===== config.mk =====
export PLATFORM = sky130hd
export DESIGN_NAME = wb_port_arbiter
export DESIGN_NICKNAME = d
export VERILOG_FILES = /design/src/rtl/wb_port_arbiter.sv
export SDC_FILE = /design/constraint.sdc
export NUM_CORES = 1
export LEC_CHECK = 0
export CORE_UTILIZATION = 40
export CTS_CLUSTER_DIAMETER = 60
export DETAILED_ROUTE_END_ITERATION = 10
export SETUP_SLACK_MARGIN = 0.02
export SYNTH_ARGS = -nofsm -noshare
export SYNTH_HDL_FRONTEND = slang
export SYNTH_SLANG_ARGS = --single-unit

===== constraint.sdc =====
create_clock -name clk -period 4.1 [get_ports clk]
set_clock_uncertainty 0.05 [all_clocks]
set_input_delay 0.82 -clock clk [delete_from_list [all_inputs] [get_ports clk]]
set_output_delay 0.82 -clock clk [all_outputs]
set_load 0.005 [all_outputs]

===== src/rtl/wb_port_arbiter.sv =====
// Register-file write-port arbiter: WB stage vs. queued auxiliary writes.
// Optional WBARB_SCOREBOARD_EN adds rs1/rs2 hazard lookup into the queue.
module wb_port_arbiter #(
    parameter int DEPTH      = 4,
    parameter int STARVE_LIM = 8,
    parameter int CNT_W      = 4
) (
    input  logic                     clk,
    input  logic                     rst,
    input  logic                     pipe_we,
    input  logic [4:0]               pipe_waddr,
    input  logic [31:0]              pipe_wdata,
    input  logic                     aux_valid,
    output logic                     aux_ready,
    input  logic [4:0]               aux_waddr,
    input  logic [31:0]              aux_wdata,
    output logic                     rf_we,
    output logic [4:0]               rf_waddr,
    output logic [31:0]              rf_wdata,
    output logic                     pipe_stall,
`ifdef WBARB_SCOREBOARD_EN
    input  logic [4:0]               rs1,
    input  logic [4:0]               rs2,
    output logic                     pend_hazard,
`endif
    output logic [$clog2(DEPTH):0]   pend_cnt
);

    localparam int AW = $clog2(DEPTH);
    localparam logic [CNT_W-1:0] LIM = CNT_W'(STARVE_LIM);

    logic [4:0]       q_addr [DEPTH];
    logic [31:0]      q_data [DEPTH];
    logic [AW-1:0]    rd_ptr;
    logic [AW-1:0]    wr_ptr;
    logic [AW:0]      count;
    logic [CNT_W-1:0] starve_cnt;

    logic empty;
    logic push;
    logic pop;
    logic pipe_req;
    logic force_drain;

    assign empty       = (count == '0);
    assign pipe_req    = pipe_we && (pipe_waddr != 5'd0);
    assign aux_ready   = !rst && (count < (AW+1)'(DEPTH));
    // x0 writes complete the handshake but never occupy a slot
    assign push        = aux_valid && aux_ready && (aux_waddr != 5'd0);
    assign force_drain = (starve_cnt == LIM) && !empty;
    assign pend_cnt    = count;

    always_comb begin
        rf_we      = 1'b0;
        rf_waddr   = 5'd0;
        rf_wdata   = 32'd0;
        pipe_stall = 1'b0;
        pop        = 1'b0;
        if (!rst) begin
            if (force_drain) begin
                rf_we      = 1'b1;
                rf_waddr   = q_addr[rd_ptr];
                rf_wdata   = q_data[rd_ptr];
                pop        = 1'b1;
                pipe_stall = pipe_req;
            end else if (pipe_req) begin
                rf_we    = 1'b1;
                rf_waddr = pipe_waddr;
                rf_wdata = pipe_wdata;
            end else if (!empty) begin
                rf_we    = 1'b1;
                rf_waddr = q_addr[rd_ptr];
                rf_wdata = q_data[rd_ptr];
                pop      = 1'b1;
            end
        end
    end

    always_ff @(posedge clk) begin
        if (push) begin
            q_addr[wr_ptr] <= aux_waddr;
            q_data[wr_ptr] <= aux_wdata;
        end
    end

    always_ff @(posedge clk) begin
        if (rst) begin
            rd_ptr     <= '0;
            wr_ptr     <= '0;
            count      <= '0;
            starve_cnt <= '0;
        end else begin
            if (push) wr_ptr <= wr_ptr + 1'b1;
            if (pop)  rd_ptr <= rd_ptr + 1'b1;
            case ({push, pop})
                2'b10:   count <= count + 1'b1;
                2'b01:   count <= count - 1'b1;
                default: count <= count;
            endcase
            // head age since it became head; saturates so force holds
            if (pop || empty)
                starve_cnt <= '0;
            else if (starve_cnt != LIM)
                starve_cnt <= starve_cnt + 1'b1;
        end
    end

`ifdef WBARB_SCOREBOARD_EN
    function automatic logic hit(input logic [4:0] rs);
        logic          h;
        logic [AW-1:0] off;
        h = 1'b0;
        if (rs != 5'd0) begin
            for (int i = 0; i < DEPTH; i++) begin
                off = AW'(i) - rd_ptr;
                if (({1'b0, off} < count) && (q_addr[i] == rs))
                    h = 1'b1;
            end
            if (push && (aux_waddr == rs))
                h = 1'b1;
        end
        return h;
    endfunction

    assign pend_hazard = hit(rs1) || hit(rs2);
`endif

endmodule


Word-level counts from Yosys, hierarchy flattened
Memory sizes are Yosys's and may differ from the RTL's. A register that Yosys moved wholly into a read port is not among the register bits.
Cells that the tools add are included.
{"block": "totals", "register_bits": 11, "ramBits": 148, "inputBits": 78, "output_inout_bits": 43, "wordCells": 53, "memories": 2}
{"memory": "q_data", "depth": 4, "width": 32, "rd": 1, "rd_clocked_by_memory_dff": 1, "wr": 1, "line_no": "33", "source": "logic [31:0] q_data [DEPTH];"}
{"memory": "q_addr", "depth": 4, "width": 5, "rd": 1, "rd_clocked_by_memory_dff": 1, "wr": 1, "line_no": "32", "source": "logic [4:0] q_addr [DEPTH];"}
{"block": "classes", "n_addsub": 5, "order_cmp": 1, "eq_ne": 4, "n_mux": 24, "reduce_logical": 13}
{"op": "32-bit 2-to-1 mux", "count": 4}
{"op": "5-bit 2-to-1 mux", "count": 4}
{"op": "1-bit 2-to-1 mux", "count": 11}
{"op": "5-bit nonzero test", "count": 2}
{"op": "2-bit 2-to-1 mux", "count": 4}
{"op": "3-bit one-hot mux with 2 select lines", "count": 1}
{"op": "1-bit logical AND", "count": 5}
{"op": "2-bit by 1-bit adder with 2-bit output (second input constant)", "count": 2}
{"op": "4-bit by 1-bit adder with 4-bit output (second input constant)", "count": 1}
{"op": "4-bit equality test (second input constant)", "count": 1}
{"op": "4-bit inequality test (second input constant)", "count": 1}
{"op": "3-bit by 1-bit adder with 3-bit output (second input constant)", "count": 1}
{"op": "3-bit zero test", "count": 1}
{"op": "3-bit < comparator (second input constant)", "count": 1}
{"op": "3-bit by 1-bit subtractor with 3-bit output (second input constant)", "count": 1}
{"op": "2-bit by 1-bit equality test with 1-bit output (second input constant)", "count": 1}
{"op": "2-bit equality test (second input constant)", "count": 1}
{"op": "1-bit zero test", "count": 2}
{"op": "2-bit nonzero test", "count": 1}
{"op": "2-bit OR reduction", "count": 1}
{"op": "1-bit logical OR", "count": 1}

Longest topological paths before layout
{"block": "depth", "word_depth": 7, "mapped_depth": 10, "depth_no_buf": 10}

Worst setup path after synthesis
No wires, ideal clock.
{"block": "synth_path", "kind": "input-to-reg", "from": "input port rst", "to": "memory q_addr[0][0] (enable)", "setup_time_ns": 0.431, "arrival_time_ns": 2.916, "required_ns": 3.619, "path_slack_ns": 0.702, "path_stages": 4, "n_path_buf": 1, "cell_sequence": "clkbuf_1 > nor2_1 > o211ai_1 > nor2_1"}
{"block": "synth_via", "elab_chain_len": 6}
{"item": "from (decl)", "line_no": "9", "source": "input logic rst,"}
{"item": "1-bit zero test"}
{"item": "1-bit logical AND", "line_no": "47", "source": "assign aux_ready = !rst && (count < (AW+1)'(DEPTH));"}
{"item": "net aux_ready", "line_no": "14", "source": "output logic aux_ready,"}
{"item": "1-bit logical AND (2 in series)", "line_no": "49", "source": "assign push = aux_valid && aux_ready && (aux_waddr != 5'd0);"}
{"item": "1-bit 2-to-1 mux", "line_no": "80", "source": "if (push) begin"}
{"item": "1-bit 2-to-1 mux (not written as such)", "line_no": "81", "source": "q_addr[wr_ptr] <= aux_waddr;"}
{"item": "to (decl)", "line_no": "32"}
The timed path passes the listed nets, and every way through them passes these cells.

Worst setup path after layout
{"block": "layout_path", "from": "input port pipe_waddr[3]", "to": "output port rf_wdata[2]"}
{"block": "layout_via", "elab_chain_len": 5}
{"item": "from (decl)", "line_no": "11", "source": "input logic [4:0] pipe_waddr,"}
{"item": "5-bit nonzero test", "line_no": "46", "source": "assign pipe_req = pipe_we && (pipe_waddr != 5'd0);"}
{"item": "1-bit logical AND", "line_no": "46"}
{"item": "32-bit 2-to-1 mux", "line_no": "66", "source": "end else if (pipe_req) begin"}
{"item": "32-bit 2-to-1 mux", "line_no": "60", "source": "if (force_drain) begin"}
{"item": "32-bit 2-to-1 mux", "line_no": "59", "source": "if (!rst) begin"}
{"item": "to (decl)", "line_no": "19", "source": "output logic [31:0] rf_wdata,"}
Every way passes these cells.

==> results.sh <==
export IMPL_gp_congestion=0.744
export IMPL_rows=47
export IMPL_holdBufCountCts=0
export IMPL_fp_dieH_um=133
export IMPL_worstSetupStartpointType="primary input"
export IMPL_grt_pass1_wl_um=22100
export IMPL_internal_power_mw=3.13
export IMPL_fin_nets=615
export IMPL_crit_type="primary input to output port"
export IMPL_crit_buf_inv=3
export IMPL_numCtsBuffers=17
export IMPL_max_slew_margin_pct=52.7
export IMPL_critPathRequiredTime_ns=3.23
export IMPL_grt_overflow=0
export IMPL_min_period_over_period_pct=95.9
export IMPL_reg2reg_depth=10
export IMPL_syn_area_per_cell_um2=17.0
export IMPL_viasPerCell=5.17
export IMPL_maxCapViolations=0
export IMPL_hp_start="starve_cnt[0]"
export IMPL_drive_above_1_share_pct=17.5
export IMPL_cp_slowest_cell="clkdlybuf4s50_1"
export IMPL_top_level_ports=121
export IMPL_vias=3940
export IMPL_met1_usage_pct=21.5
export IMPL_reg2reg_from="starve_cnt[0]"
export IMPL_core_mm2=0.0166
export IMPL_r2r_setup_slack_ns=1.71
export IMPL_r2r_end="pend_cnt[2]"
export IMPL_p_clk_share_pct=40.3
export IMPL_path_cells="clkdlybuf4s50_1 -> or4_4 -> o21ai_4 -> o21ai_4 -> buf_4 -> o32ai_1 -> clkdlybuf4s50_1"
export IMPL_post_synth_top_area_cell="edfxtp_1"
export IMPL_final_common_cell="edfxtp_1"
export IMPL_fin_ws_ns=0.169
export IMPL_grt_max_degree=41
export IMPL_synth_fp_nets=487
export IMPL_whs_endpoint="starve_cnt[0]"
export IMPL_cts_htree_levels=4
export IMPL_yosysWarnings=0
export IMPL_period_minus_slack_ns=3.93
export IMPL_dieWidth_um=133
export IMPL_grt_use_met3_pct=4.87
export IMPL_clockBufferDepth=2
export IMPL_area_growth_syn_to_layout_pct=31.1
export IMPL_root_buffer="clkbuf_16"
export IMPL_die_area_mm2=0.0176
export IMPL_slew_viol_final=0
export IMPL_yosysSeqAreaShare_pct=68.9
export IMPL_cp_end_kind="output port"
export IMPL_gr_usage_all_layers_pct=16.9
export IMPL_vdd_ir_drop_max_uv=279
export IMPL_numPortBuffers=120
export IMPL_nFillCells=1366
export IMPL_firstDrtPassIters=4
export IMPL_drt_iter0_markers=179
export IMPL_hold_depth=1
export IMPL_rsz0062_at_grt="false"
export IMPL_setup_violations=0
export IMPL_ys_ff_latch=161
export IMPL_busiest_layer="met2"
export IMPL_hold_path_class="flop to flop"
export IMPL_fmax_mhz=254
export IMPL_combinationalPowerShare_pct=13.0
export IMPL_swShare_pct=22.5
export IMPL_tightest_slew_ns=0.710
export IMPL_cts_sink_count=161
export IMPL_post_synth_inst_count=401
export IMPL_grt_util_met2_pct=28.2
export IMPL_power_density_mw_per_mm2=451
export IMPL_clk_pin_slew_ns=0.06
export IMPL_worstPathArrival_ns=3.06
export IMPL_final_hold_viol_count=0
export IMPL_wire_per_inst_um=18.3
export IMPL_netlist_area_leader_share_pct=65.1
export IMPL_start_util_pct=41.0
export IMPL_cpLargestDelayFamily="buffers and inverters"
export IMPL_ys_types=32
export IMPL_cts_tree="built"
export IMPL_cp_max_fo=22
export IMPL_critPathMaxStageDelay_ns=0.57
export IMPL_clock_latency_ns=0.41
export IMPL_fin_tns_setup_ns=0
export IMPL_synth_area_mm2=0.00683
export IMPL_seqPwrFrac_pct=46.8
export IMPL_ant_nets=0
export IMPL_grt_pass1_vias=4194
export IMPL_hpwl_um=8530
export IMPL_synthTopCellsByArea="edfxtp_1 65%, mux4_2 12%, o32ai_1 4.7%"
export IMPL_final_cell_mix="148 x edfxtp_1, 119 x clkdlybuf4s50_1, 47 x inv_1"
export IMPL_antenna_found_initial=0
export IMPL_route_detailed_drc=0
export IMPL_status="finished clean"
export IMPL_wl_um=13900
export IMPL_place_ws_ns=0.141
export IMPL_antenna_cells=0
export IMPL_p_leak_nw=2.98
export IMPL_switchingPower_uw=908
[synthesized netlist by cell type (all sizes together)]
cell type	n
or3	3
mux2i	2
a21o	1
nor3	2
buf	12
a21oi	3
o21ai	4
or4	3
nor2b	1
mux4	37
mux2	2
nand2b	37
dfxtp	13
nand3	1
xnor2	3
o32ai	37
edfxtp	148
ha	7
xor2	2
o211a	1
fa	1
nor2	15
nor4	1
o211ai	2
nand2	2
nand3b	1
clkbuf	13
inv	47
[logic make-up after synthesis]
kind of cell | Yosys count | synth area share (%)
compound gates | 48 | 5.85
xor+xnor | 5 | 0.642
fa+ha+maj | 8 | 1.58
buf+inv | 72 | 4.69
flops | 161 | 68.9
mux | 41 | 12.8
simple gates | 66 | 5.50
[registers in the layout, summed over array words and instances (netlist names), named ones only]
name,count
pend_cnt,3
q_addr,20
q_data,128
rd_ptr,2
starve_cnt,4
wr_ptr,2
[worst max-delay path by stage]
stage                         endpoint  cells past startpoint           from  slack (ns)
after floorplan           q_addr[0][0]                      4            rst        0.70
after global placement    rf_wdata[14]                      7  pipe_waddr[3]        0.20
after detailed placement   rf_wdata[2]                      7  pipe_waddr[3]        0.14
after CTS                  rf_wdata[2]                      7  pipe_waddr[3]        0.12
after global routing       rf_wdata[2]                      7  pipe_waddr[3]        0.07
final                      rf_wdata[2]                      7  pipe_waddr[3]        0.17
[layer usage]
| layer | wire (µm) | part of all wire (%) | vias to the layer above |
|---|---|---|---|
| met3 | 668 | 4.8 | 13 |
| li1 | - | - | 1824 |
| met5 | 0 | 0 | - |
| met4 | 113 | 0.81 | 0 |
| met2 | 6900 | 50 | 112 |
| met1 | 6250 | 45 | 1991 |
[power by group through the flow]
stage | clock network (mW) | registers, mW | logic, mW
final | 1.62 | 1.89 | 0.524
after floorplan | 0 | 1.90 | 0.303
after global placement | 0 | 1.92 | 0.522
after global routing | 1.73 | 1.89 | 0.571
after CTS | 1.66 | 1.89 | 0.534
after detailed placement | 0 | 1.92 | 0.529
[timing repair]
item,4_1_cts,5_1_grt
endpoints found under the setup margin,0,1
resized for setup,0,1
setup buffers,0,0
[through the flow]
| stage | power [mW] | util (%) | cells | hold slack, ns | instance area [µm²] |
|---|---|---|---|---|---|
| 6_report | 4.03 | 53.8 | 762 | 0.432 | 8950 |
| 5_1_grt | 4.20 | 53.8 | 762 | 0.453 | 8950 |
| 4_1_cts | 4.09 | 53.7 | 762 | 0.439 | 8940 |
| 3_5_place_dp | 2.45 | 50.0 | 730 | 0.425 | 8320 |
| 3_3_place_gp | 2.44 | 50.0 | 730 | 0.396 | 8320 |
| 2_1_floorplan | 2.21 | - | 401 | 0.380 | 6830 |
[final cells by class]
cell class                      count  area [µm²]  area share [%]
Sequential cell                   161        4710            52.6
Tap cell                          220         275            3.08
Clock buffer                       17         425            4.75
Multi-Input combinational cell    168        1850            20.6
Inverter                           47         176            1.97
Timing Repair Buffer              134        1330            14.8
Clock inverter                     15         193            2.15
Power figures use the tool's default switching activity.
